## src/rtl/txr_channel_arbiter.sv

```systemverilog
// Round-robin arbiter multiplexing per-channel TXR meta/data streams onto one engine port.
// A grant is held from meta acceptance through the final payload beat.
module txr_channel_arbiter #(
  parameter int C_PCI_DATA_WIDTH = 128,
  parameter int C_NUM_CHNL       = 4,
  parameter int C_META_WIDTH     = 128,
  localparam int C_OFF_WIDTH     = (C_PCI_DATA_WIDTH / 32 > 1) ? $clog2(C_PCI_DATA_WIDTH / 32) : 1,
  localparam int C_IDX_WIDTH     = $clog2(C_NUM_CHNL)
) (
  input  logic                                  CLK,
  input  logic                                  RST_N,

  input  logic [C_NUM_CHNL-1:0]                 CHNL_META_VALID,
  input  logic [C_NUM_CHNL*C_META_WIDTH-1:0]    CHNL_META,
  input  logic [C_NUM_CHNL-1:0]                 CHNL_META_NOPAYLOAD,
  output logic [C_NUM_CHNL-1:0]                 CHNL_META_READY,

  input  logic [C_NUM_CHNL-1:0]                 CHNL_DATA_VALID,
  input  logic [C_NUM_CHNL-1:0]                 CHNL_DATA_START_FLAG,
  input  logic [C_NUM_CHNL-1:0]                 CHNL_DATA_END_FLAG,
  input  logic [C_NUM_CHNL*C_PCI_DATA_WIDTH-1:0] CHNL_DATA,
  input  logic [C_NUM_CHNL*C_OFF_WIDTH-1:0]     CHNL_DATA_START_OFFSET,
  input  logic [C_NUM_CHNL*C_OFF_WIDTH-1:0]     CHNL_DATA_END_OFFSET,
  output logic [C_NUM_CHNL-1:0]                 CHNL_DATA_READY,

  output logic                                  TXR_META_VALID,
  output logic [C_META_WIDTH-1:0]               TXR_META,
  input  logic                                  TXR_META_READY,

  output logic                                  TXR_DATA_VALID,
  output logic [C_PCI_DATA_WIDTH-1:0]           TXR_DATA,
  output logic                                  TXR_DATA_START_FLAG,
  output logic [C_OFF_WIDTH-1:0]                TXR_DATA_START_OFFSET,
  output logic                                  TXR_DATA_END_FLAG,
  output logic [C_OFF_WIDTH-1:0]                TXR_DATA_END_OFFSET,
  input  logic                                  TXR_DATA_READY,

  output logic [C_NUM_CHNL-1:0]                 GRANT,
  output logic                                  BUSY
);

  typedef enum logic [1:0] {ST_IDLE, ST_META, ST_DATA} state_t;

  state_t                 state;
  logic [C_IDX_WIDTH-1:0] grant_idx;
  logic [C_IDX_WIDTH-1:0] last_grant;
  logic [C_IDX_WIDTH-1:0] next_idx;
  logic                   any_req;

  // Scan downward so the last hit is the nearest requester above last_grant.
  always_comb begin
    int cand;
    // NOTE: every always_comb output gets a default first so no path can infer a latch.
    next_idx = last_grant;
    any_req  = |CHNL_META_VALID;
    cand     = 0;
    for (int i = C_NUM_CHNL; i >= 1; i--) begin
      cand = int'(last_grant) + i;
      if (cand >= C_NUM_CHNL) cand = cand - C_NUM_CHNL;
      if (CHNL_META_VALID[cand]) next_idx = C_IDX_WIDTH'(cand);
    end
  end

  // NOTE: sequential state uses non-blocking assignments only, so every register samples pre-edge values.
  always_ff @(posedge CLK or negedge RST_N) begin
    if (!RST_N) begin
      state      <= ST_IDLE;
      grant_idx  <= '0;
      last_grant <= C_IDX_WIDTH'(C_NUM_CHNL - 1);
      GRANT      <= '0;
    end else begin
      case (state)
        ST_IDLE: begin
          if (any_req) begin
            grant_idx  <= next_idx;
            last_grant <= next_idx;
            GRANT      <= C_NUM_CHNL'(1) << next_idx;
            state      <= ST_META;
          end
        end
        ST_META: begin
          if (CHNL_META_VALID[grant_idx] && TXR_META_READY) begin
            if (CHNL_META_NOPAYLOAD[grant_idx]) begin
              state <= ST_IDLE;
              GRANT <= '0;
            end else begin
              state <= ST_DATA;
            end
          end
        end
        ST_DATA: begin
          if (CHNL_DATA_VALID[grant_idx] && TXR_DATA_READY && CHNL_DATA_END_FLAG[grant_idx]) begin
            state <= ST_IDLE;
            GRANT <= '0;
          end
        end
        default: begin
          state <= ST_IDLE;
          GRANT <= '0;
        end
      endcase
    end
  end

  assign BUSY = (state != ST_IDLE);

  // Payload fields follow the granted channel; only valid/ready are gated by state.
  always_comb begin
    TXR_META              = CHNL_META[int'(grant_idx) * C_META_WIDTH +: C_META_WIDTH];
    TXR_DATA              = CHNL_DATA[int'(grant_idx) * C_PCI_DATA_WIDTH +: C_PCI_DATA_WIDTH];
    TXR_DATA_START_FLAG   = CHNL_DATA_START_FLAG[grant_idx];
    TXR_DATA_END_FLAG     = CHNL_DATA_END_FLAG[grant_idx];
    TXR_DATA_START_OFFSET = CHNL_DATA_START_OFFSET[int'(grant_idx) * C_OFF_WIDTH +: C_OFF_WIDTH];
    TXR_DATA_END_OFFSET   = CHNL_DATA_END_OFFSET[int'(grant_idx) * C_OFF_WIDTH +: C_OFF_WIDTH];
    TXR_META_VALID        = 1'b0;
    TXR_DATA_VALID        = 1'b0;
    CHNL_META_READY       = '0;
    CHNL_DATA_READY       = '0;
    if (state == ST_META) begin
      TXR_META_VALID             = CHNL_META_VALID[grant_idx];
      CHNL_META_READY[grant_idx] = TXR_META_READY;
    end
    if (state == ST_DATA) begin
      TXR_DATA_VALID             = CHNL_DATA_VALID[grant_idx];
      CHNL_DATA_READY[grant_idx] = TXR_DATA_READY;
    end
  end

endmodule

```

## config.mk

```make
export PLATFORM = sky130hd
export DESIGN_NAME = txr_channel_arbiter
export DESIGN_NICKNAME = d
export VERILOG_FILES = /design/src/rtl/txr_channel_arbiter.sv
export SDC_FILE = /design/constraint.sdc
export NUM_CORES = 1
export LEC_CHECK = 0
export BUFFER_PORTS_ARGS = -buffer_cell sky130_fd_sc_hd__buf_2
export CAP_MARGIN = 30
export CORE_AREA = 2 2 528 530
export CTS_BUF_LIST = sky130_fd_sc_hd__clkbuf_8
export CTS_CLUSTER_SIZE = 24
export DETAILED_ROUTE_END_ITERATION = 10
export DIE_AREA = 0 0 530 532
export GPL_ROUTABILITY_DRIVEN = 1
export PLACE_DENSITY = 0.31
export SETUP_SLACK_MARGIN = 0.02
export SKIP_CTS_REPAIR_TIMING = 1
export SYNTH_ARGS = -nofsm -noshare
export SYNTH_HDL_FRONTEND = slang
export SYNTH_SLANG_ARGS = --single-unit
```

## constraint.sdc

```tcl
create_clock -name CLK -period 2.1 [get_ports CLK]
set_input_delay 0.63 -clock CLK [delete_from_list [all_inputs] [get_ports CLK]]
set_output_delay 0.63 -clock CLK [all_outputs]
set_load 0.01 [all_outputs]
```

### Yosys cells after proc, flatten, opt, wreduce, memory -nomap -nowiden

Cells that the tools add are included.

* bits of input ports: 1064
* RAM bits: 0
* bits in latches: 0
* word-level logic and storage cells: 91
* flip-flop bits (word level): 10
* memories kept: 0
* output and inout bits: 277
* memory bits (read-only): 0

* add/subtract/negate cells: 8
* multiplexer cells: 46
* equality and inequality tests: 6
* order comparisons: 10
* reductions and logical operators: 10
* bitwise gates (word level): 2
* shifts and indexed selects: 5
* multiply operators: 0
* divide/modulo/power cells: 0

Operators by type and width (number)
* indexed part select 512 x 10 -> 128 bit: 2
* less-than comparator 32 x 4 -> 1 bit (second input constant): 4
* two-way mux 32 bit: 4
* two-way mux 4 bit: 6
* binary-select mux 1 bit (select 2 bit): 9
* two-way mux 1 bit: 16
* two-way mux 2 bit: 8
* indexed part select 8 x 4 -> 2 bit: 2
* one-hot mux 4 bit (3 select lines): 1
* subtractor 3 x 3 -> 4 bit (second input constant): 3
* greater-or-equal comparator 3 bit (second input constant): 3
* AND 4 bit: 2
* inequality test 2 bit (second input constant): 4
* adder 2 x 2 -> 3 bit (second input constant): 2
* one-hot mux 2 bit (3 select lines): 1
* subtractor 4 x 3 -> 5 bit (second input constant): 1
* adder 2 x 3 -> 4 bit (second input constant): 1
* greater-or-equal comparator 4 x 3 -> 1 bit (second input constant): 1
* logical AND 1 bit: 4
* AND reduction 4 bit: 1
* OR reduction 4 bit: 1
* left shift 1 x 2 -> 4 bit (first input constant): 1
* adder 2 x 1 -> 3 bit (second input constant): 1
* less-than comparator 2 x 3 -> 1 bit (second input constant): 1
* other kinds (8): 8

### Logic depth before layout (Yosys ltp)

Gate-level depths: netlist of run 1.

* depth after elaboration: 13
* gate-level depth with buffers: 5

### Worst setup path before layout of run 1

OpenSTA, ideal clock, no wires.

* kind: register -> output
* from: register grant_idx[0]
* to: output TXR_DATA[0]
* data arrival time: 1.473 ns
* slack: -0.003 ns
* cell stages (with the launch flop): 5
* path through: dfrtp_1 buf_4 buf_2 buf_4 mux4_2

* longest elaborated chain between the ends: 1

RTL lines
* start: declaration: RTL line 45 `logic [C_IDX_WIDTH-1:0] grant_idx;`
* start signal: assignment: RTL line 75 `grant_idx <= next_idx;`
* indexed part select 512 x 10 -> 128 bit: RTL line 110 `TXR_DATA = CHNL_DATA[int'(grant_idx) * C_PCI_DATA_WIDTH +: C_PCI_DATA_WIDTH];`
* end: declaration: RTL line 31 `output logic [C_PCI_DATA_WIDTH-1:0] TXR_DATA,`

No other way between the ends.

### Worst setup path in the final report of run 1

* from: register grant_idx[0]
* to: output TXR_DATA[20]

The elaborated chain is that of the path after synthesis.

==> results of run 1 <==
[cells in the final DEF, fill, tap and decap left out, drive strengths merged, types with 3 or more instances in the layout]
| cell type | count |
|---|---|
| clkbuf | 18 |
| nor2 | 11 |
| mux4 | 264 |
| mux2 | 4 |
| nand2b | 5 |
| diode | 129 |
| nand2 | 5 |
| buf | 1473 |
| inv | 5 |
| dfrtp | 8 |
| nor2b | 3 |
| or2 | 3 |
| nor3 | 4 |
[layer usage]
metal,track usage,part of all wire,vias to the layer above
met4,0.0501,0.047,136
met3,0.105,0.18,568
met1,0.130,0.29,6367
met5,0,0.0043,-
met2,0.253,0.48,1404
li1,-,-,4986
[power breakdown]
part	leakage, nW	internal [mW]	total, mW	switching, mW
Clock	0.0277	0.129	0.228	0.0992
Combinational	8.24	11.4	27.5	16.1
Sequential	0.120	0.304	0.436	0.132
Total	8.38	11.9	28.2	16.4
[cell usage after synthesis (3+ instances only)]
cell type    n
buf_2       31
buf_4       22
buf_6        3
clkbuf_1     5
dfrtp_1      8
inv_1        4
mux4_2     264
nand2_1      5
nand2b_1     5
nor2_1      10
nor2b_1      3
nor3_1       4
[logic make-up (layout without fill, tap and decap cells)]
group           count (synthesis)  in the layout  synth area share
compound gates                 13             13            0.0174
buf+inv                        66           1496            0.0560
flops                          10             10            0.0362
mux                           270            270             0.860
other cells                     0            129                 0
simple gates                   39             39            0.0303
[state kept, by name (all words and copies together) (netlist names)]
signal,count
GRANT,4
grant_idx,2
last_grant,2
state,2
[area by class of cell]
| type | instances | share of cell area |
|---|---|---|
| inverter | 4 | 0.000727 |
| multi-input combinational | 322 | 0.307 |
| clock inverter | 1 | 0.000182 |
| antenna | 129 | 0.0156 |
| tap | 3705 | 0.224 |
| clock buffer | 3 | 0.00200 |
| sequential | 10 | 0.0126 |
| timing repair buffer | 1488 | 0.437 |
[stage by stage]
step	setup WS [ns]	cells	power [mW]	hold WS (ns)
final	-0.665	5662	28.2	0.265
after global routing	-0.736	5602	30.5	0.289
after CTS	-0.780	5493	26.9	0.276
after detailed placement	-0.507	5489	26.5	0.510
after global placement	-0.493	5489	26.5	0.544
after floorplan	-0.00305	398	10.0	0.334
[how the worst min path moves through the flow]
stage                         from  endpoint  depth (start not counted)
final                        RST_N  GRANT[1]                          1
after detailed placement  GRANT[3]  GRANT[3]                          2
after global routing         RST_N  GRANT[1]                          1
after global placement    GRANT[3]  GRANT[3]                          2
after CTS                    RST_N  GRANT[0]                          1
after floorplan              RST_N  GRANT[0]                          0
==> metrics.yaml, run 1 <==
io_buffer_count: 1340
die_w_um: 530
timing.rr.end: "GRANT[2]"
cellLeakagePower_nw: 8.38
synth-edff-count: 0
setup_violations: 277
drt_iter0_markers: 798
avgViaCountPerCell: 2.38
drc: 0
worstSetupStartpointType: "flip-flop"
crit_start: "grant_idx[0]"
synth-seq-cells: 10
peakVddDrop_v: 0.000545
rsz0062_at_grt: "true"
cts_tree: "yes"
worstPathMaxFanout: 9
grt-ovfl-total: 0
fin_area_um2: 20700
gp_congestion: 1.03
grt_util_all_layers: 0.145
finalCriticalPeriod_ns: 2.76
start_util: 0.0253
wl_um: 217000
final_hold_viol_count: 0
regToRegSetupSlack_ns: -0.18
grt_max_degree: 28
nets: 2893
final_layout_size_suffix_gt1_frac: 0.966
relSlewSlack: 0.690
setup_ws_ns: -0.665
path_clk_slew_ns: 0.06
cts_sinks: 10
ys_seq_area_frac: 0.0362
fin_util: 0.0749
netlist_instances: 398
path_class: "reg -> out"
power.density_nw_per_um2: 1370
grt_pass1_wl_um: 243000
cts_buffers: 3
violations: "setup timing"
multiInputGateArea_um2: 6340
outcome: "finished, violations left"
dieArea_um2: 282000
place_area_um2: 19100
yosysUniqueCellTypes: 35
firstDrtPassIters: 5
cp.required_ns: 1.47
vias: 13500
synth_top_area_frac: 0.851
clock-root-buffer: "clkbuf_8"
finalCritPeriodShare: 1.32
placementRows: 193
slew_violations: 0
cp_slowest_stage_delay_ns: 0.64
reg2reg_depth: 8
place_hpwl_um: 208000
synthFlopType: "dfrtp_1"
worstSetupEndpoint: "TXR_DATA[20]"
clk_path_buf_depth: 2
grt_antenna_before_repair: 298
finalSetupTns_ns: -138.51
cp_num_cells: 5
die_y_um: 532
path_cells: "buf_12 > buf_16 > buf_12 > mux4_2 > buf_8"
synthArstFlopShare: 1.00
syn_to_final_growth_pct: 196
crit_buf_inv: 4
max_cap_viol_count: 0
final.setup_skew_ns: 0.00749
yosysWarnings: 0
nFillCells: 32600
hold_class: "in -> async"
core_area_um2: 276000
htree_num_levels: 1
max_clock_freq_mhz: 362
seq_area_um2: 260
yosys-top-cells-area: "mux4_2 (85%), dfrtp_1 (2.9%), buf_4 (2.4%)"
end_kind: "output pin"
ioPinCount: 1341
slowest_stage: "mux4_2"
drt-wirelength-per-cell_um: 38.3
synth_nets: 1462
syn_avg_cell_area_um2: 17.6
ant_nets: 0
clk_latency_ns: 0.25
worstMarginPinSlew_ns: 0.463
crit_family: "buffers and inverters"
syn_area_um2: 6990
cp.arrival_ns: 2.13
grt_pass1_vias: 13700
synth_top_cell_by_area: "mux4_2"
crit_top_cell: "buf_12"
reg2reg_from: "grant_idx[0]"
Power figures use the tool's default switching activity.
==> run 2: changes to the inputs <==
Settings changed: REMOVE_ABC_BUFFERS set to 1.
==> run 2 against run 1 <==
The flow still finishes with violations (setup timing). Final cell count shrank 0.99%. Sequential cell count is the same. Highest routed layer unchanged. Die area stayed put. Hold slack lost 0.0045 ns.
==> metrics.yaml, run 2 (same netlist as run 1, synthesis figures left out) <==
outcome: "finished, violations left"  # unchanged
violations: "setup timing"  # unchanged
cellLeakagePower_nw: 8.33  # was 8.38 nW
relSlewSlack: 0.766  # was 0.690
clk_path_buf_depth: 2  # unchanged
power_mw: 27.3  # was 28.2 mW
drc: 0  # unchanged
drt_iter0_markers: 538  # was 798
wl_um: 171000  # was 217000 um
die_y_um: 532  # unchanged
io_buffer_count: 1340  # unchanged
worstMarginPinSlew_ns: 0.350  # was 0.463 ns
worstSetupStartpointType: "flip-flop"  # unchanged
path_cells: "buf_12 > buf_16 > buf_16 > buf_12 > mux4_2 > buf_6"  # was buf_12 > buf_16 > buf_12 > mux4_2 > buf_8
nFillCells: 32600  # about the same
dp_cells: 5467  # was 5489
grt_antenna_before_repair: 186  # was 298
cp.arrival_ns: 2.20  # was 2.13 ns
rsz0062_at_grt: "true"  # unchanged
path_clk_slew_ns: 0.08  # was 0.06 ns
max_cap_viol_count: 0  # unchanged
htree_num_levels: 1  # unchanged
hold_class: "in -> async"  # unchanged
setup_ws_ns: -0.731  # was -0.665 ns
path_class: "reg -> out"  # unchanged
seq_area_um2: 260  # unchanged
max_clock_freq_mhz: 353  # was 362 MHz
dp_slack_ns: -0.613  # was -0.507 ns
largest-register: "GRANT"  # unchanged
place_hpwl_um: 162000  # was 208000 um
grt_max_degree: 33  # was 28
grt_util_all_layers: 0.114  # was 0.145
drt-wirelength-per-cell_um: 30.6  # was 38.3 um
final_cell_mix: "buf_2 (1221), mux4_2 (264), buf_6 (102), buf_4 (75), buf_12 (33)"  # was buf_2 (1221), mux4_2 (264), buf_4 (115), buf_6 (101), buf_12 (27)
dieArea_um2: 282000  # unchanged
clock-root-buffer: "clkbuf_8"  # unchanged
final_common_cell: "buf_2"  # unchanged
final_layout_size_suffix_gt1_frac: 0.968  # was 0.966
ant_nets: 0  # unchanged
vias: 12800  # was 13500
final_hold_viol_count: 0  # unchanged
core_area_um2: 276000  # unchanged
grt_pass1_wl_um: 196000  # was 243000 um
power.density_nw_per_um2: 1330  # was 1370 nW/um^2
instances_no_fill: 5606  # was 5662
slowest_stage: "mux4_2"  # unchanged
nets: 2870  # was 2893
clk_latency_ns: 0.27  # was 0.25 ns
slew_violations: 0  # unchanged
firstDrtPassIters: 5  # unchanged
syn_to_final_growth_pct: 195  # was 196%
start_util: 0.0253  # unchanged
cts_buffers: 3  # unchanged
grt-ovfl-total: 0  # unchanged
largest_reg_flops: 4  # unchanged
multiInputGateArea_um2: 6370  # was 6340 um^2
gp_congestion: 0.998  # was 1.03
finalCriticalPeriod_ns: 2.83  # was 2.76 ns
worstPathMaxFanout: 7  # was 9
setup_violations: 277  # unchanged
finalCritPeriodShare: 1.35  # was 1.32
finalSetupTns_ns: -151.15  # was -138.51 ns
cp.required_ns: 1.47  # about the same
placementRows: 193  # unchanged
peakVddDrop_v: 0.000502  # was 0.000545 V
final.setup_skew_ns: 0.0202  # was 0.00749 ns
die_w_um: 530  # unchanged
end_kind: "output pin"  # unchanged
avgViaCountPerCell: 2.28  # was 2.38
cp_slowest_stage_delay_ns: 0.59  # was 0.64 ns
cts_sinks: 10  # unchanged
cts_tree: "yes"  # unchanged
ioPinCount: 1341  # unchanged
grt_pass1_vias: 13400  # was 13700
run 2: cell types whose count changed in the layout (fill, tap and decap cells not counted), sizes merged:
| cell | before | now |
|---|---|---|
| diode | 129 | 96 |
| inv | 5 | 4 |
| buf | 1473 | 1444 |
| clkbuf | 18 | 25 |
run 2: per-layer routing:
metal  up-vias  track usage  routed length [um]
li1       4913            -                   -
met1      6122        0.109               54800
met2      1254        0.194               80100
met3       408       0.0711               26600
met4        84       0.0449                9160
met5         -            0                 580
run 2: layout make-up:
| class | count | share of cell area |
|---|---|---|
| Antenna cell | 96 | 0.0117 |
| Clock buffer | 4 | 0.00267 |
| Inverter | 4 | 0.000729 |
| Multi-Input combinational cell | 322 | 0.310 |
| Sequential cell | 10 | 0.0126 |
| Tap cell | 3705 | 0.225 |
| Timing Repair Buffer | 1465 | 0.437 |
run 2: power breakdown:
part / switching (mW) / internal (mW)
clock network: 0.120 / 0.167
registers: 0.106 / 0.303
logic: 15.2 / 11.4
total: 15.4 / 11.9
run 2: critical path, delay by kind of cell (launching register included):
family                 cells  cell delay, ns
buffers and inverters      5            0.80
flip-flops                 1            0.46
multiplexers               1            0.59
run 2: final timing paths:
path                                  to  depth (start not counted)         start  slack [ns]
min                             state[1]                          1         RST_N        0.26
max reg2reg                     GRANT[1]                         10  grant_idx[0]       -0.25
max in group asynchronous  last_grant[1]                          1         RST_N        1.52
min in group CLK                GRANT[3]                          2      GRANT[3]        0.53
max                         TXR_META[13]                          6  grant_idx[0]       -0.73
min reg2reg                     GRANT[3]                          2      GRANT[3]        0.53
run 2: stage by stage:
step                hold WS [ns]  area, um^2    util
global placement           0.523       19000  0.0689
floorplan                  0.334        6610       -
detailed placement         0.514       19000  0.0689
CTS                        0.276       19000  0.0690
global route               0.282       20500  0.0742
finish                     0.261       20600  0.0746
